==> src/rtl/pulse_demux_pkg.sv <==
// Shared definitions for pulse_demux: slot FSM encoding and slot timer width.
package pulse_demux_pkg;

  localparam int CNT_W = 8;

  typedef enum logic [1:0] {
    ST_IDLE  = 2'd0,
    ST_PULSE = 2'd1,
    ST_GAP   = 2'd2
  } state_e;

endpackage

==> src/rtl/onehot_dec.sv <==
// Combinational binary-to-one-hot decoder used to form the channel drive pattern.
module onehot_dec
  import pulse_demux_pkg::*;
#(
  parameter int N_CH  = 4,
  parameter int SEL_W = $clog2(N_CH)
) (
  input  logic [SEL_W-1:0] i_sel,
  output logic [N_CH-1:0]  o_onehot
);

  genvar gi;
  generate
    for (gi = 0; gi < N_CH; gi++) begin : g_bit
      assign o_onehot[gi] = (i_sel == SEL_W'(gi));
    end
  endgenerate

endmodule

==> src/rtl/pulse_demux.sv <==
// Routes each accepted symbol to a PULSE_W-cycle one-hot pulse on one channel,
// followed by a forced GAP_W-cycle low gap; blank symbols occupy the slot silently.
module pulse_demux
  import pulse_demux_pkg::*;
#(
  parameter int N_CH    = 4,
  parameter int SEL_W   = $clog2(N_CH),
  parameter int PULSE_W = 3,
  parameter int GAP_W   = 1
) (
  input  logic             clk,
  input  logic             rst_n,
  input  logic             enable,
  input  logic             in_valid,
  input  logic [SEL_W-1:0] in_sel,
  input  logic             in_blank,
  output logic             in_ready,
  output logic [N_CH-1:0]  out_ch,
  output logic             busy,
  output logic [15:0]      sym_count
);

  localparam logic [CNT_W-1:0] PULSE_LOAD = CNT_W'(PULSE_W - 1);
  localparam logic [CNT_W-1:0] GAP_LOAD   = (GAP_W > 0) ? CNT_W'(GAP_W - 1) : '0;

  state_e           r_state, w_state_next;
  logic [CNT_W-1:0] r_cnt, w_cnt_next;
  logic [SEL_W-1:0] r_sel, w_sel_next;
  logic             r_blank, w_blank_next;
  logic [N_CH-1:0]  r_out_ch, w_out_ch_next;
  logic [N_CH-1:0]  w_dec;
  logic [15:0]      r_sym_count;
  logic             w_accept;

  assign in_ready = (r_state == ST_IDLE) && enable;
  assign w_accept = in_valid && in_ready;

  // Decode the select that will be current next cycle, so out_ch can be registered.
  onehot_dec #(
    .N_CH (N_CH),
    .SEL_W(SEL_W)
  ) u_dec (
    .i_sel   (w_sel_next),
    .o_onehot(w_dec)
  );

  always_comb begin
    w_state_next = r_state;
    w_cnt_next   = r_cnt;
    w_sel_next   = r_sel;
    w_blank_next = r_blank;
    case (r_state)
      ST_IDLE: begin
        if (w_accept) begin
          w_state_next = ST_PULSE;
          w_cnt_next   = PULSE_LOAD;
          w_sel_next   = in_sel;
          w_blank_next = in_blank;
        end
      end
      ST_PULSE: begin
        if (r_cnt == '0) begin
          if (GAP_W > 0) begin
            w_state_next = ST_GAP;
            w_cnt_next   = GAP_LOAD;
          end else begin
            w_state_next = ST_IDLE;
          end
        end else begin
          w_cnt_next = r_cnt - CNT_W'(1);
        end
      end
      ST_GAP: begin
        if (r_cnt == '0) begin
          w_state_next = ST_IDLE;
        end else begin
          w_cnt_next = r_cnt - CNT_W'(1);
        end
      end
      default: begin
        w_state_next = ST_IDLE;
        w_cnt_next   = '0;
      end
    endcase
  end

  assign w_out_ch_next = ((w_state_next == ST_PULSE) && !w_blank_next) ? w_dec : '0;

  always_ff @(posedge clk or negedge rst_n) begin
    if (!rst_n) begin
      r_state     <= ST_IDLE;
      r_cnt       <= '0;
      r_sel       <= '0;
      r_blank     <= 1'b0;
      r_out_ch    <= '0;
      r_sym_count <= '0;
    end else begin
      r_state  <= w_state_next;
      r_cnt    <= w_cnt_next;
      r_sel    <= w_sel_next;
      r_blank  <= w_blank_next;
      r_out_ch <= w_out_ch_next;
      if (w_accept) begin
        r_sym_count <= r_sym_count + 16'd1;
      end
    end
  end

  assign out_ch    = r_out_ch;
  assign busy      = (r_state != ST_IDLE);
  assign sym_count = r_sym_count;

endmodule

==> config.mk <==
export PLATFORM = sky130hd
export DESIGN_NAME = pulse_demux
export DESIGN_NICKNAME = d
export VERILOG_FILES = /design/src/rtl/pulse_demux_pkg.sv /design/src/rtl/onehot_dec.sv /design/src/rtl/pulse_demux.sv
export SDC_FILE = /design/constraint.sdc
export NUM_CORES = 1
export LEC_CHECK = 0
export ABC_CLOCK_PERIOD_IN_PS = 2200
export CAP_MARGIN = 0
export CORE_MARGIN = 4
export CORE_UTILIZATION = 52
export DETAILED_ROUTE_END_ITERATION = 6
export PLACE_DENSITY = 0.82
export SYNTH_ARGS = -nofsm -noshare
export SYNTH_HDL_FRONTEND = slang
export SYNTH_SLANG_ARGS = --single-unit
==> constraint.sdc <==
create_clock -name clk -period 2.2 [get_ports clk]
set_input_delay 0.33 -clock clk [delete_from_list [all_inputs] [get_ports clk]]
set_output_delay 0.33 -clock clk [all_outputs]
set_load 0.01 [all_outputs]
## After elaboration in Yosys (flattened, before gate mapping)

Index checks and enable logic that the tools add are counted.

| storage, ports and cells | value |
|---|---|
| flip-flop bits (word level) | 33 |
| input port bits | 7 |
| output and inout port bits | 22 |
| word-level logic and storage cells | 38 |

| operators by class | value |
|---|---|
| add/subtract/negate cells | 2 |
| eq/ne operators | 8 |
| mux-type cells | 13 |
| reduce and logical (&&, ||, !) cells | 9 |

Operators by type and width:

| cell | count |
|---|---|
| 8-bit 2-to-1 mux | 3 |
| 8-bit one-hot mux with 3 select lines | 1 |
| 16-bit by 1-bit adder with 16-bit output (second input constant) | 1 |
| 2-bit 2-to-1 mux | 5 |
| 8-bit logical NOT | 1 |
| 8-bit by 1-bit subtractor with 8-bit output (second input constant) | 1 |
| 2-bit by 1-bit == test with 1-bit output (second input constant) | 3 |
| 2-bit == test (second input constant) | 3 |
| 2-bit one-hot mux with 3 select lines | 1 |
| 2-bit logical NOT | 2 |
| 4-bit 2-to-1 mux | 1 |
| 2-bit inequality test (second input constant) | 2 |
| 1-bit logical AND | 3 |
| 1-bit 2-to-1 mux | 2 |
| 2-bit AND reduction | 1 |
| 2-bit nonzero test | 1 |
| 1-bit logical NOT | 1 |

## Logic depth before layout (Yosys ltp)

Gate-level depths: netlist of the first run.

| depth | value |
|---|---|
| depth in word-level cells | 8 |
| mapped depth | 7 |
| depth with buffers taken out | 6 |

## Modules after synthesis

Synthesis of the first run repeated with hierarchy kept, for this count alone.

| second synthesis, totals | value |
|---|---|
| cells, all modules | 163 |
| area, all modules | 1694.1 um^2 |

By module, submodules not included:

| module | instances | cells each | area an instance (um^2) | sequential area each (um^2) |
|---|---|---|---|---|
| pulse_demux | 1 | 159 | 1667.8 | 825.8 |
| onehot_dec | 1 | 4 | 26.3 | 0.0 |

## Least setup slack after synthesis of the first run

OpenSTA, ideal clock, no wires.

| path | value |
|---|---|
| kind | reg2reg |
| start | register r_cnt[0] |
| end | register r_cnt[7] |
| arrival time | 1631 ps |
| data required time | 2106 ps |
| path slack | 475 ps |
| stages on the path, launching flop included | 7 |
| buffers on the path | 1 |
| clock period less this slack | 1725 ps |
| path through | dfrtp_1 -> inv_1 -> ha_1 -> and4_4 -> buf_6 -> or4_4 -> a221oi_2 |

| on the way | value |
|---|---|
| cells in the longest elaborated chain, start to end | 3 |
| elaborated cells between the ends (all ways) | 7 |
| those cells by class | add/sub: 1; eq/ne: 1; mux: 3; reduce/logical: 2 |

RTL lines:

| element | line | text |
|---|---|---|
| from (decl) | pulse_demux.sv:27 | `logic [CNT_W-1:0] r_cnt, w_cnt_next;` |
| from (signal assigned) | pulse_demux.sv:99 | `r_cnt <= w_cnt_next;` |
| 8-bit by 1-bit subtractor with 8-bit output or 8-bit logical NOT (tied branches) | -- |  |
| 8-bit 2-to-1 mux (tied with other cells) | pulse_demux.sv:74 | `if (r_cnt == '0) begin` |
| 8-bit one-hot mux with 3 select lines or 2-bit AND reduction (tied branches) | -- |  |

Several ways; a longest one is shown, not always the timed one. The select of a mux whose other input is x is not followed.
A chain may end at the register's enable or synchronous reset.

## Worst setup path after layout of the first run

| path | value |
|---|---|
| start | register r_state[0] |
| end | output port in_ready |

| on the way | value |
|---|---|
| cells in the longest elaborated chain, start to end | 2 |

RTL lines:

| element | line | text |
|---|---|---|
| from (decl) | pulse_demux.sv:26 | `state_e r_state, w_state_next;` |
| from (signal assigned) | pulse_demux.sv:98 | `r_state <= w_state_next;` |
| 2-bit logical NOT | pulse_demux.sv:35 | `assign in_ready = (r_state == ST_IDLE) && enable;` |
| 1-bit logical AND | pulse_demux.sv:35 |  |
| to (decl) | pulse_demux.sv:17 | `output logic in_ready,` |

Every way passes these cells.

==> results of run 1 <==
-- how the worst max path moves through the flow --
| stage | startpoint | cells past startpoint | end |
|---|---|---|---|
| floorplan | r_cnt[0]$_DFFE_PN0P_ | 6 | r_cnt[7]$_DFFE_PN0P_ |
| global placement | enable | 6 | out_ch[2]$_DFF_PN0_ |
| detailed placement | enable | 6 | out_ch[1]$_DFF_PN0_ |
| CTS | r_state[0]$_DFF_PN0_ | 3 | in_ready |
| global route | r_state[0]$_DFF_PN0_ | 3 | in_ready |
| finish | r_state[0]$_DFF_PN0_ | 3 | in_ready |
-- Yosys cell counts (2+ instances only) --
library cell and number:
buf_2 4, a21oi_1 4, o21ai_0 8, a31oi_1 3, nand2_1 8, nor3_2 2
nand2b_1 2, nor3b_1 2, xnor2_1 12, dfrtp_1 33, a311o_1 2, o32ai_1 2
and2_1 2, xor2_1 5, nor2_1 8, nor3_1 11, nand4_1 6, ha_1 3
mux2i_1 3, nand3_1 8, inv_1 13, and3_1 3
-- power by group --
group,internal (W),switching (W),total (W)
clock,0.000120,0.000219,0.000340
combinational,0.000366,0.000442,0.000808
sequential,0.000755,0.000124,0.000879
total,0.00124,0.000785,0.00203
-- layer usage --
layer	vias to the layer above	GRT usage (%)	routed length, um
li1	637	-	-
met1	647	21.7	1390
met2	41	33.9	1850
met3	10	7.80	219
met4	0	5.80	58
met5	-	0	0
-- per-stage QoR --
stage | instance area (um2) | hold slack [ps] | std cells | setup slack (ps)
after floorplan | 1660 | 34.4 | 162 | 475
after CTS | 2060 | 374 | 240 | 120
after global placement | 2000 | 460 | 232 | 160
final | 2060 | 365 | 240 | 144
after global routing | 2060 | 393 | 240 | 29.6
after detailed placement | 2000 | 468 | 232 | 66.0
-- flip-flops by register name (all words and copies together) (netlist names) --
register   flops
out_ch         4
r_blank        1
r_cnt          8
r_sel          2
r_state        2
sym_count     16
-- final cells by class --
type                            instances  area [um2]  area share, %
Clock inverter                          3        17.5          0.852
Multi-Input combinational cell        109         754           36.7
Timing Repair Buffer                   33         318           15.5
Sequential cell                        33         826           40.1
Tap cell                               44        55.1           2.68
Clock buffer                            5        37.5           1.82
Inverter                               13        48.8           2.37
-- cell families after synthesis --
| group | Yosys count | synth area share (%) |
|---|---|---|
| flip-flops | 33 | 49.7 |
| AO/OA/AOI/OAI | 25 | 10.3 |
| adder cells (fa/ha/maj) | 3 | 2.26 |
| AND/OR/NAND/NOR | 60 | 21.0 |
| multiplexers | 4 | 2.48 |
| XOR/XNOR | 17 | 8.96 |
| buffers and inverters | 20 | 5.27 |
==> results.json, run 1 <==
{
  "status": "finished clean",
  "critPathBufInv": 1,
  "layout_commonest_cell": "dfrtp_1",
  "worst_slew_pin_slew_ps": 476,
  "fmax_mhz": 486,
  "worst-r2r-cell-count": 6,
  "slew_headroom_pct": 68.0,
  "wl_per_cell_um": 14.7,
  "core_mm2": 0.00305,
  "route.detailed.drc": 0,
  "clkTransAtPathRegs_ps": 110,
  "hp-class": "in2async",
  "io_pins": 29,
  "diodes": 0,
  "rsz0062_at_grt": "no",
  "slowest_stage": "clkdlybuf4s50_1",
  "drt-initial-drc-count": 68,
  "cts_num_sinks": 33,
  "syn-cell-area_mm2": 0.00166,
  "worstPathRequired_ps": 1870,
  "fin_crit_sh_pct": 93.4,
  "area_delta_synth_final_pct": 23.8,
  "clkLatencyLatePin_ps": 350,
  "synth_area_leaders": "dfrtp_1 (50%), xnor2_1 (6.3%), nor3_1 (3.3%), inv_1 (2.9%), xor2_1 (2.6%)",
  "critPathArrivalTime_ps": 1730,
  "die_h_um": 64.5,
  "h-tree-depth": 2,
  "crit_type": "reg2out",
  "grt_max_degree": 34,
  "placementRows": 20,
  "synthCells": 162,
  "reg2reg_to": "r_cnt[4]$_DFFE_PN0P_",
  "max_stage_delay_ps": 530,
  "reg2reg_slack_ps": 390,
  "path_max_fanout": 4,
  "mostFrequentLayoutCells": "dfrtp_1 (33), clkdlybuf4s50_1 (28), inv_1 (13)",
  "finalHoldViolCount": 0,
  "grt_use_total_pct": 19.4,
  "critPathTopFamily": "buffers and inverters",
  "power_density_mw_per_mm2": 985,
  "dr.pass1.iters": 4,
  "total_power_w": 0.00203,
  "clock_skew_ps": 6.53,
  "setup_viol": 0,
  "ctsResizeCount": 0,
  "clockBufferDepth": 2,
  "fin_util_pct": 67.4,
  "maxSlewViolCount": 0,
  "drive_gt1_share_pct": 10.7,
  "async_flop_share_pct": 100,
  "synth_top_area_share_pct": 49.7,
  "routabilityCongestion": 0.870,
  "cts_buffers": 5,
  "synth-edff-count": 0,
  "antenna_found_initial": 0,
  "start_util_pct": 54.4,
  "dieArea_mm2": 0.00416,
  "hpwlAfterDp_um": 2580,
  "period_needed_ps": 2060,
  "crit_chain": "nor2_1, and2_1, clkdlybuf4s50_1",
  "postRouteAntennaNets": 0,
  "ys_ff_latch": 33,
  "synthFlopType": "dfrtp_1",
  "r2r-start": "r_cnt[0]$_DFFE_PN0P_",
  "post-cts-setup-buffers": 0,
  "overflow": 0,
  "fillers": 251,
  "vias": 1335,
  "ys_warn_count": 0,
  "grt_pass1_vias": 1398,
  "nNetsFinal": 205,
  "seq_area_frac_synth_pct": 49.7,
  "grt_pass1_wl_um": 6310,
  "cts_tree": "built",
  "cap_violations": 0,
  "fin_setup_tns_ps": 0,
  "syn_nets": 172,
  "port-buffer-count": 28,
  "ctsHoldBuffers": 0,
  "start_kind": "flip-flop",
  "viasPerCell": 5.56,
  "p_leak_nw": 0.904,
  "yosysTopAreaCell": "dfrtp_1",
  "wirelength_um": 3520,
  "cp-end-kind": "primary output",
  "avgSynthCellArea_um2": 10.3,
  "die_x_um": 64.5,
  "ir_drop_mv": 0.695,
  "cts_root_buf": "clkbuf_4",
  "synth.distinct_cells": 40
}
No activity file was read; power rests on OpenSTA's default activity.
==> inputs of run 2 (changes only) <==
--- a/config.mk
+++ b/config.mk
@@ -9,6 +9,7 @@
 export CAP_MARGIN = 0
 export CORE_MARGIN = 4
 export CORE_UTILIZATION = 52
+export CTS_CLUSTER_SIZE = 14
 export DETAILED_ROUTE_END_ITERATION = 6
 export PLACE_DENSITY = 0.82
 export SYNTH_ARGS = -nofsm -noshare
==> constraint.sdc (replaced) <==
create_clock -name clk -period 2.2 [get_ports clk]
set_input_delay 0.33 -clock clk [delete_from_list [all_inputs] [get_ports clk]]
set_output_delay 0.33 -clock clk [all_outputs]
set_load 0.1 [all_outputs]
==> results.json, run 2 (synthesis results as in run 1) <==
{
  "place_inst": 232,
  "largest_reg_flops": 16,
  "crit_start": "enable",
  "fin_setup_tns_ps": 0,
  "clock_skew_ps": 13.2,
  "total_power_w": 0.00240,
  "post-cts-setup-buffers": 0,
  "slowest_stage": "clkdlybuf4s50_1",
  "power_frac_comb_pct": 49.0,
  "grt_pass1_vias": 1382,
  "postRouteAntennaNets": 0,
  "start_util_pct": 54.4,
  "fin_cells": 239,
  "dr.pass1.iters": 4,
  "slew_headroom_pct": 62.8,
  "clkTransAtPathRegs_ps": 100,
  "cp-end-kind": "flip-flop",
  "die_h_um": 64.5,
  "die_x_um": 64.5,
  "hpwlAfterDp_um": 2690,
  "grt_max_degree": 34,
  "crit_type": "in2reg",
  "start_kind": "input pin",
  "wirelength_um": 3610,
  "crit_chain": "clkdlybuf4s50_1, nor4bb_2, buf_4, mux2i_1, inv_1, nor3_1",
  "layout_commonest_cell": "dfrtp_1",
  "fin_crit_sh_pct": 83.3,
  "setup_viol": 0,
  "drt-initial-drc-count": 60,
  "diodes": 0,
  "port-buffer-count": 28,
  "cap_violations": 0,
  "finish.instance_area_mm2": 0.00203,
  "cts_buffers": 5,
  "route.detailed.drc": 0,
  "clockBufferDepth": 2,
  "routabilityCongestion": 0.868,
  "pwr-share-clk_pct": 14.4,
  "dieArea_mm2": 0.00416,
  "vias": 1351,
  "r2r-start": "r_state[0]$_DFF_PN0_",
  "max_stage_delay_ps": 490,
  "fin_ws_ps": 368,
  "io_pins": 29,
  "worst_slew_pin_slew_ps": 554,
  "ctsResizeCount": 0,
  "p_leak_nw": 0.950,
  "dpl_cell_area_mm2": 0.00197,
  "overflow": 0,
  "critPathBufInv": 3,
  "wl_per_cell_um": 15.1,
  "rsz0062_at_grt": "no",
  "grt_pass1_wl_um": 6240,
  "maxSlewViolCount": 0,
  "path_max_fanout": 13,
  "critPathTopFamily": "buffers and inverters",
  "area_delta_synth_final_pct": 22.0,
  "core_mm2": 0.00305,
  "ctsHoldBuffers": 0,
  "p_sw_share_pct": 46.8,
  "power_density_mw_per_mm2": 1180,
  "finalHoldViolCount": 0,
  "nNetsFinal": 205,
  "antenna_found_initial": 0,
  "p_seq_share_pct": 36.6,
  "worstPathRequired_ps": 2450,
  "power.switching_w": 0.00112,
  "cts_root_buf": "clkbuf_4",
  "mostFrequentLayoutCells": "dfrtp_1 (33), buf_4 (25), inv_1 (13)",
  "placementRows": 20,
  "clkLatencyLatePin_ps": 340,
  "cts_num_sinks": 33,
  "fmax_mhz": 546,
  "status": "finished clean",
  "cts_tree": "built",
  "critPathArrivalTime_ps": 2080,
  "internal-power_w": 0.00128,
  "period_needed_ps": 1830,
  "reg2reg_slack_ps": 410,
  "grt_use_total_pct": 19.3,
  "viasPerCell": 5.65,
  "drive_gt1_share_pct": 21.0,
  "hp-class": "in2async",
  "ir_drop_mv": 0.756,
  "dp_slack_ps": 5.55,
  "h-tree-depth": 2
}
[run 2: cell type report]
class	instances	area (um2)
Fill cell	259	1030
Sequential cell	33	826
Tap cell	44	55.1
Clock buffer	7	55.1
Multi-Input combinational cell	109	754
Inverter	13	48.8
Timing Repair Buffer	33	288
[run 2: power groups by stage]
stage          combinational [W]  clock (W)  sequential (W)
2_1_floorplan           0.000592          0         0.00117
3_3_place_gp             0.00112          0        0.000882
3_5_place_dp             0.00117          0        0.000890
4_1_cts                  0.00118   0.000357        0.000877
5_1_grt                  0.00126   0.000378        0.000900
6_report                 0.00118   0.000344        0.000878
[run 2: layer usage]
| metal | GRT usage (%) | wire length, um | vias up |
|---|---|---|---|
| li1 | - | - | 640 |
| met1 | 21.9 | 1510 | 648 |
| met2 | 33.2 | 1800 | 47 |
| met3 | 5.55 | 196 | 16 |
| met4 | 9.23 | 103 | 0 |
| met5 | 0 | 0 | - |
[run 2: worst paths after layout]
check	to	cells past startpoint
max reg2reg	out_ch[0]$_DFF_PN0_	5
max	out_ch[0]$_DFF_PN0_	6
min reg2reg	r_blank$_DFF_PN0_	1
min in group clk	r_blank$_DFF_PN0_	1
max in group asynchronous	out_ch[3]$_DFF_PN0_	2
min	r_cnt[6]$_DFFE_PN0P_	2
[run 2: per-stage QoR]
step | hold WS (ps) | util (%)
floorplan | 34.4 | -
global placement | 462 | 64.6
detailed placement | 475 | 64.6
CTS | 385 | 66.4
global route | 415 | 66.4
finish | 376 | 66.4
